`config.mk`:
```
export PLATFORM = sky130hd
export DESIGN_NAME = mac_seq_ctrl
export DESIGN_NICKNAME = d
export VERILOG_FILES = /design/src/rtl/mac_seq_ctrl.sv
export SDC_FILE = /design/constraint.sdc
export NUM_CORES = 1
export LEC_CHECK = 0
export ABC_AREA = 1
export BUFFER_PORTS_ARGS = -buffer_cell sky130_fd_sc_hd__clkbuf_2
export CELL_PAD_IN_SITES_DETAIL_PLACEMENT = 2
export CELL_PAD_IN_SITES_GLOBAL_PLACEMENT = 2
export CORE_MARGIN = 4
export CORE_UTILIZATION = 26
export CTS_CLUSTER_DIAMETER = 60
export CTS_CLUSTER_SIZE = 30
export DETAILED_ROUTE_END_ITERATION = 6
export GPL_ROUTABILITY_DRIVEN = 0
export GPL_TIMING_DRIVEN = 0
export PLACE_DENSITY = 0.74
export SYNTH_ARGS = -nofsm -noshare
export SYNTH_HDL_FRONTEND = slang
export SYNTH_SLANG_ARGS = --single-unit
```
`constraint.sdc`:
```
create_clock -name clk -period 2.6 [get_ports clk]
set_clock_uncertainty 0.05 [all_clocks]
set_input_delay 0.39 -clock clk [delete_from_list [all_inputs] [get_ports clk]]
set_output_delay 0.39 -clock clk [all_outputs]
set_load 0.02 [all_outputs]
```
`src/rtl/mac_seq_ctrl.sv`:
```
// rtl/mac_seq_ctrl.sv - weight/activation sequencer with credit flow control for the systolic MAC array
// Optional MAC_SEQ_SKEW_EN: diagonal per-lane activation skew and a longer flush.
module mac_seq_ctrl #(
  parameter int DW      = 8,
  parameter int WW      = 8,
  parameter int ROW     = 8,
  parameter int COLUMN  = 6,
  parameter int ARR_LAT = 9,
  parameter int CREDITS = 4
) (
  input  logic                 clk,
  input  logic                 rst_n,
  input  logic                 start,
  input  logic [15:0]          cfg_nvec,
  output logic                 busy,
  output logic                 done,
  input  logic [COLUMN*WW-1:0] wt_data,
  input  logic                 wt_valid,
  output logic                 wt_ready,
  input  logic [ROW*DW-1:0]    act_data,
  input  logic                 act_valid,
  output logic                 act_ready,
  output logic [COLUMN*WW-1:0] w,
  output logic [COLUMN-1:0]    w_en,
  output logic [ROW*DW-1:0]    mac_m_data,
  output logic                 mac_m_valid,
  output logic                 mac_m_first,
  output logic                 mac_m_last,
  output logic                 res_valid,
  output logic                 res_first,
  output logic                 res_last,
  input  logic                 res_pop
);

  localparam int WCW = $clog2(ROW) + 1;
  localparam logic [WCW-1:0] WLAST    = WCW'(ROW - 1);
  localparam logic [WCW-1:0] DLAST    = WCW'(ROW - 2);
  localparam logic [3:0]     CRED_MAX = 4'(CREDITS);

  typedef enum logic [2:0] {IDLE, WLOAD, WDRAIN, STREAM, FLUSH, DONE} state_t;

  state_t            state, state_n;
  logic [15:0]       nvec, vcnt;
  logic [WCW-1:0]    wcnt, dcnt;
  logic [3:0]        credits;
  logic [ROW*DW-1:0] act_q;
  logic [2:0]        tag_pipe [ARR_LAT];
  logic              wt_acc, act_acc, last_vec, credit_inc, flush_go, count_en;

  assign last_vec   = (vcnt == nvec - 16'd1);
  assign wt_acc     = wt_valid & wt_ready;
  assign act_acc    = act_valid & act_ready;
  assign credit_inc = res_pop && (credits != CRED_MAX);

`ifdef MAC_SEQ_SKEW_EN
  logic flush_tail;

  // After res_last the upper lanes still have ROW-1 skewed beats inside the array.
  always_ff @(posedge clk or negedge rst_n) begin
    if (!rst_n)                flush_tail <= 1'b0;
    else if (state != FLUSH)   flush_tail <= 1'b0;
    else if (res_last)         flush_tail <= 1'b1;
  end

  assign flush_go = flush_tail && (dcnt == DLAST);
  assign count_en = (state == WDRAIN) || (flush_tail && (state == FLUSH));
`else
  assign flush_go = res_last;
  assign count_en = (state == WDRAIN);
`endif

  always_ff @(posedge clk or negedge rst_n) begin
    if (!rst_n) state <= IDLE;
    else        state <= state_n;
  end

  always_comb begin
    state_n   = state;
    busy      = 1'b0;
    done      = 1'b0;
    wt_ready  = 1'b0;
    act_ready = 1'b0;
    case (state)
      IDLE: begin
        if (start) state_n = WLOAD;
      end
      WLOAD: begin
        busy     = 1'b1;
        wt_ready = 1'b1;
        if (wt_valid && (wcnt == WLAST)) state_n = WDRAIN;
      end
      WDRAIN: begin
        busy = 1'b1;
        if (dcnt == DLAST) state_n = (nvec == 16'd0) ? DONE : STREAM;
      end
      STREAM: begin
        busy      = 1'b1;
        act_ready = (credits != 4'd0);
        if (act_valid && (credits != 4'd0) && last_vec) state_n = FLUSH;
      end
      FLUSH: begin
        busy = 1'b1;
        if (flush_go) state_n = DONE;
      end
      DONE: begin
        done    = 1'b1;
        state_n = IDLE;
      end
      default: state_n = IDLE;
    endcase
  end

  always_ff @(posedge clk or negedge rst_n) begin
    if (!rst_n) begin
      nvec        <= '0;
      vcnt        <= '0;
      wcnt        <= '0;
      dcnt        <= '0;
      credits     <= CRED_MAX;
      w           <= '0;
      w_en        <= '0;
      act_q       <= '0;
      mac_m_valid <= 1'b0;
      mac_m_first <= 1'b0;
      mac_m_last  <= 1'b0;
    end else begin
      w_en        <= '0;
      mac_m_valid <= 1'b0;
      mac_m_first <= 1'b0;
      mac_m_last  <= 1'b0;
      if (state == IDLE && start) begin
        nvec <= cfg_nvec;
        wcnt <= '0;
        vcnt <= '0;
      end
      if (wt_acc) begin
        w    <= wt_data;
        w_en <= '1;
        wcnt <= wcnt + 1'b1;
      end
      dcnt <= count_en ? dcnt + 1'b1 : '0;
      if (act_acc) begin
        act_q       <= act_data;
        mac_m_valid <= 1'b1;
        mac_m_first <= (vcnt == 16'd0);
        mac_m_last  <= last_vec;
        vcnt        <= vcnt + 16'd1;
      end
      // A pop against a full credit pool is spurious and dropped before netting.
      case ({credit_inc, act_acc})
        2'b10:   credits <= credits + 4'd1;
        2'b01:   credits <= credits - 4'd1;
        default: credits <= credits;
      endcase
    end
  end

  // The array cannot stall, so the tag pipe shifts every cycle.
  always_ff @(posedge clk or negedge rst_n) begin
    if (!rst_n) begin
      for (int i = 0; i < ARR_LAT; i++) tag_pipe[i] <= '0;
    end else begin
      tag_pipe[0] <= {mac_m_valid, mac_m_first, mac_m_last};
      for (int i = 1; i < ARR_LAT; i++) tag_pipe[i] <= tag_pipe[i-1];
    end
  end

  assign {res_valid, res_first, res_last} = tag_pipe[ARR_LAT-1];

`ifdef MAC_SEQ_SKEW_EN
  for (genvar i = 0; i < ROW; i++) begin : g_lane
    if (i == 0) begin : g_direct
      assign mac_m_data[DW-1:0] = act_q[DW-1:0];
    end else begin : g_delay
      logic [DW-1:0] dly [i];
      always_ff @(posedge clk or negedge rst_n) begin
        if (!rst_n) begin
          for (int j = 0; j < i; j++) dly[j] <= '0;
        end else begin
          dly[0] <= act_q[i*DW +: DW];
          for (int j = 1; j < i; j++) dly[j] <= dly[j-1];
        end
      end
      assign mac_m_data[i*DW +: DW] = dly[i-1];
    end
  end
`else
  assign mac_m_data = act_q;
`endif

endmodule

```
== Yosys cells after proc, flatten, opt, wreduce, memory -nomap -nowiden ==
Cells that the tools add are included.
W data, S select, Z words.

* Add/subtract/negate cells: 6
* Equal/unequal tests: 16
* Mux-type cells: 21
* Bitwise logic cells: 2
* Reductions and logical operators: 14

{| class="wikitable"
|+ Operators with widths
! kind !! number
|-
| $logic_not A16 Y1 || 2
|-
| $mux W16 || 2
|-
| $mux W3 || 6
|-
| $add A16 B1 Y16 const B || 1
|-
| $eq A16 B16 Y1 || 1
|-
| $sub A16 B1 Y16 const B || 1
|-
| $pmux W3 S5 || 1
|-
| $add A4 B1 Y4 const B || 3
|-
| $mux W4 || 3
|-
| $eq A4 B3 Y1 const B || 2
|-
| $ne A2 B2 Y1 const B || 4
|-
| $pmux W4 S2 || 1
|-
| $mux W1 || 7
|-
| $eq A3 B2 Y1 const B || 2
|-
| $eq A3 B3 Y1 const B || 2
|-
| $mux W6 || 1
|-
| $reduce_bool A2 Y1 || 3
|-
| $logic_and A1 B1 Y1 || 5
|-
| $reduce_and A5 Y1 || 1
|-
| $ne A4 B3 Y1 const B || 1
|-
| $reduce_bool A4 Y1 || 1
|-
| $reduce_or A4 Y1 || 1
|-
| $sub A4 B1 Y4 const B || 1
|-
| $eq A3 B1 Y1 const B || 1
|-
| 5 further kinds || 6
|}

* Register bits after elaboration: 195
* Input port bits: 134
* Output and inout bits: 128
* Word-level logic and storage cells: 80

== Depth between registers and ports, before layout ==
* Depth in word-level cells: 5
* Mapped depth: 17
* Gate-level depth less buffers: 17

== Worst setup path after synthesis ==
No wires, ideal clock.

* Path type: reg2reg
* Start point: register credits[2]
* End point: register credits[3]
* Setup time: 121 ps
* Arrival time: 2318 ps
* Required time: 2429 ps
* Slack: 111 ps
* Stages on the path, launching flop included: 16
* Path buffers: 2
* Period minus slack after synthesis: 2489 ps
* Cells stage by stage: dfstp_2 nor2_1 nand2_1 nand2_1 nor2_1 buf_2 buf_2 ha_1 ha_1 nand2_1 nor2_1 a211oi_1 nor2_1 nor2_1 nand2_1 xor2_1

* Cells in the longest elaborated chain, start to end: 5
* Elaborated cells between the ends (all ways): 11
* Classes of those cells: add/sub (2); eq/ne (3); mux (2); bitwise (1); reduce/logical (3)

{| class="wikitable"
|+ Ends and longest elaborated chain
! element !! line !! text
|-
| from (decl) || 45 || <nowiki>logic [3:0] credits;</nowiki>
|-
| from (signal assigned) || 151 || <nowiki>2'b10: credits <= credits + 4'd1;</nowiki>
|-
| from (signal assigned) || 152 || <nowiki>2'b01: credits <= credits - 4'd1;</nowiki>
|-
| from (signal assigned) || 153 || <nowiki>default: credits <= credits;</nowiki>
|-
| $reduce_bool A4 Y1 (*) || 98 || <nowiki>act_ready = (credits != 4'd0);</nowiki>
|-
| $mux W1 (*) || 83 || <nowiki>case (state)</nowiki>
|-
| $and A1 B1 Y1 (*) || 52 || <nowiki>assign act_acc = act_valid & act_ready;</nowiki>
|-
| net act_acc || 48 || <nowiki>logic wt_acc, act_acc, last_vec, credit_inc, flush_go, count_en;</nowiki>
|-
| $eq A2 B1 Y1 or $eq A2 B2 Y1 (tied branches) || 150 || <nowiki>case ({credit_inc, act_acc})</nowiki>
|-
| $pmux W4 S2 or $reduce_bool A2 Y1 (tied branches) || -- ||
|}

Mark *: on every way through the listed nets, which the timed path passes. The rest lies on a longest branch.
A chain may end at the register's enable or synchronous reset.

== Final worst setup path ==
* Start point: register credits[2]
* End point: register credits[3]

* Cells in the longest elaborated chain, start to end: 5
* Elaborated cells between the ends (all ways): 11
* Classes of those cells: add/sub (2); eq/ne (3); mux (2); bitwise (1); reduce/logical (3)

{| class="wikitable"
|+ Ends and longest elaborated chain
! element !! line
|-
| $reduce_bool A4 Y1 || 98
|-
| $mux W1 || 83
|-
| $and A1 B1 Y1 || 52
|-
| $eq A2 B1 Y1 or $eq A2 B2 Y1 (tied branches) || 150
|-
| $pmux W4 S2 or $reduce_bool A2 Y1 (tied branches) || --
|}

Several ways; a longest one is shown, not always the timed one.

==> key figures <==
Critical path
  – Worst path max stage delay: 570 ps
  – Startpoint Class: flop
  – FF-to-FF path depth: 14
  – Crit-path cells: nor2_1 -> nand2_2 -> nand2_2 -> nor2_4 -> buf_8 -> ha_2 -> ha_1 -> nand2_1 -> nor2_1 -> a211oi_2 -> nor2_1 -> nor2_1 -> nand2_1 -> xor2_1
  – CP Data Arrival Time: 2700 ps
  – Critical path peak fanout: 4
  – Crit. End Element: flop
  – Most used cell, CP: nor2_1
  – Crit path required time: 2880 ps
  – Slowest-stage cell, CP: dfstp_2
  – Critical path class: reg2reg

Logic synthesis
  – Post-synth ARST share: 1.00
  – Mapped Cells: 946
  – Yosys top cell by area: dfrtp_1
  – FF+latch count, synth: 190
  – Sequential fraction of the synthesis area: 0.585
  – Top cells by count, synth: 469 x nand2_1, 189 x dfrtp_1, 51 x nor2_1, 47 x inv_1, 37 x nand3_1
  – Cell Area, Synth: 8120 µm²
  – Number of flops mapped to enable cells by yosys: 0
  – Mapped Nets: 1,091
  – Post-synthesis cell type count: 40
  – Top-count cell post-synth: nand2_1
  – Top cells by area, synth: dfrtp_1 58%, nand2_1 22%, nor2_1 2.4%
  – Syn Area/Cell: 8.59 µm²
  – Synth Flop Type: dfrtp_1
  – Area share of the largest cell type after synthesis: 0.582
  – Ys Warns: 0

Placed design
  – Placed instance count: 1,604
  – Worst slack, placed: -487 ps
  – Port Buffer Count: 261
  – Placed Area: 9960 µm²
  – DPL Wire Length: 20,600 µm

Route
  – # DRC: 0
  – Starting DRT DRC Count: 278
  – Routed WL: 27,000 µm
  – Total number of vias: 7,341
  – Post-DR vias/cell: 4.48
  – DRT antenna net count: 0
  – Avg WL per Cell: 16.5 µm
  – Pre-antenna DRT Iters: 4

Run status
  – Failing checks: hold timing
  – Status: finished with violations

CTS
  – CTS Hold Buffers Added: 0
  – Clock latency on the worst-skew pair: 440 ps
  – Clk root buf: clkbuf_16
  – TritonCTS Sinks: 190
  – Clock transition at the registers of the reported paths: 80 ps
  – Num CTS Buffers: 17
  – Htree depth: 4
  – CTS tree: done
  – Max clock buf depth: 2

STA
  – Final setup fails: 0
  – Final hold violations: 19
  – Slew Viols, Final: 0
  – Min Tclk post-route: 2420 ps
  – WHS: -29.2 ps
  – Final setup TNS: 0 ps
  – RSZ-0062 raised after global routing: false
  – Worst setup margin: 183 ps
  – Period utilization: 0.930
  – Slew margin rel.: 0.454
  – Worst Max-Slew Pin Slew: 819 ps
  – Max Freq: 414 MHz

Floorplan
  – Die width: 185 µm
  – Site row count: 64
  – Initial core utilization: 0.265
  – Die footprint: 34,100 µm²
  – I/O pin cnt: 262
  – DIE HEIGHT: 185 µm
  – Core Region: 30,700 µm²

Pwr
  – Maximum vdd drop: 0.430 mV
  – Leakage power: 6.18 nW
  – Total Power Consumption: 5.90 mW
  – Pwr Density: 558 nW/µm²

Final layout
  – Final core utilization: 0.345
  – Final #Nets: 1,375
  – Share of layout cells above drive strength 1: 0.281
  – Layout Cells excl Fill: 1,639
  – Post-route cell area: 10,600 µm²
  – Layout area overhead: 30.3%
  – Antenna diode count: 0

GRT
  – Total gr overflow: 0
  – First-pass GRT wire length: 43,300 µm
  – Antenna violations before repair: 0
  – Vias in the first global route: 8,015
  – Gr usage total: 0.159
  – Pin count of the biggest net entering global routing: 99

Job
  – Max cap viols: 0

Min path
  – HP Class: in2async
## timing repair
action | CTS | global route
gates resized for setup | 6 | 5
cloned | 1 | 0
pin swaps | 1 | 1
buffers inserted | 1 | 2
setup endpoints to repair | 3 | 1
## cell type report
type                    count  area (µm²)
multi-input cells         669        3030
inverters                  52         195
clock inverters            10        77.6
fillers                  3607       20100
well taps                 396         495
repair buffers            266        1370
clock buffers              22         484
flip-flops and latches    190        4760
plain buffers              34         174
## flip-flops by register name (all words and copies together), names as in the netlist
| signal | flops |
|---|---|
| mac_m_data | 64 |
| w | 48 |
| tag_pipe | 24 |
| nvec | 16 |
| vcnt | 16 |
| credits | 4 |
| dcnt | 4 |
| wcnt | 4 |
| state | 3 |
| mac_m_first | 1 |
| mac_m_last | 1 |
| mac_m_valid | 1 |
| res_first | 1 |
| res_last | 1 |
| res_valid | 1 |
| w_en | 1 |
## critical path, delay by kind of cell, from the launching register on
| family | cells | cell delay [ps] |
|---|---|---|
| simple gates | 9 | 750 |
| compound gates | 1 | 220 |
| flops | 1 | 570 |
| fa+ha+maj | 2 | 460 |
| buf+inv | 1 | 120 |
| xor+xnor | 1 | 140 |
## layer usage
layer,up-vias,track usage,share of wire
li1,3487,-,-
met4,0,0.0388,0.012
met2,185,0.273,0.50
met3,24,0.0328,0.053
met1,3645,0.207,0.44
met5,-,0,0
## worst paths after layout
kind	endpoint	from	slack (ps)
worst max-delay path	credits[3]	credits[2]	180
worst max register to register	credits[3]	credits[2]	180
worst min-delay path	w[23]	rst_n	-30
min in group clk	w[42]	wt_data[42]	90
max in group asynchronous	nvec[10]	rst_n	1550
worst min register to register	tag_pipe[5]	tag_pipe[8]	290
## cells in the final DEF (no fill, tap or decap), types with 3 or more instances in the layout
cell type and count:
nand4_1 6, inv_6 3, a21oi_1 8, xnor2_1 8, nand2_2 6, clkbuf_2 260
nand3_1 36, nor2_4 6, inv_1 47, a31oi_1 4, clkbuf_16 17, clkinv_2 3
nor4_1 4, nor2_2 5, buf_2 14, clkbuf_8 5, nand2_4 3, o21ai_0 22
nand2_1 467, inv_2 4, dfrtp_1 189, buf_4 8, ha_1 9, xor2_1 8
nor2_1 49, clkbuf_1 16, nor3_1 5
## cells by family after synthesis
group / synth area share
buffers and inverters: 0.0448
xor gates and xnor gates: 0.0173
AOI/OAI and AO/OA: 0.0302
muxes: 0.00246
and+or+nand+nor: 0.302
DFF: 0.585
adders and majority gates: 0.0179
## report_power, final
group	total [mW]	switching, mW	internal (mW)
Sequential	3.02	0.0326	2.99
Clock	2.57	1.23	1.34
Combinational	0.308	0.175	0.132
Power figures use the tool's default switching activity.
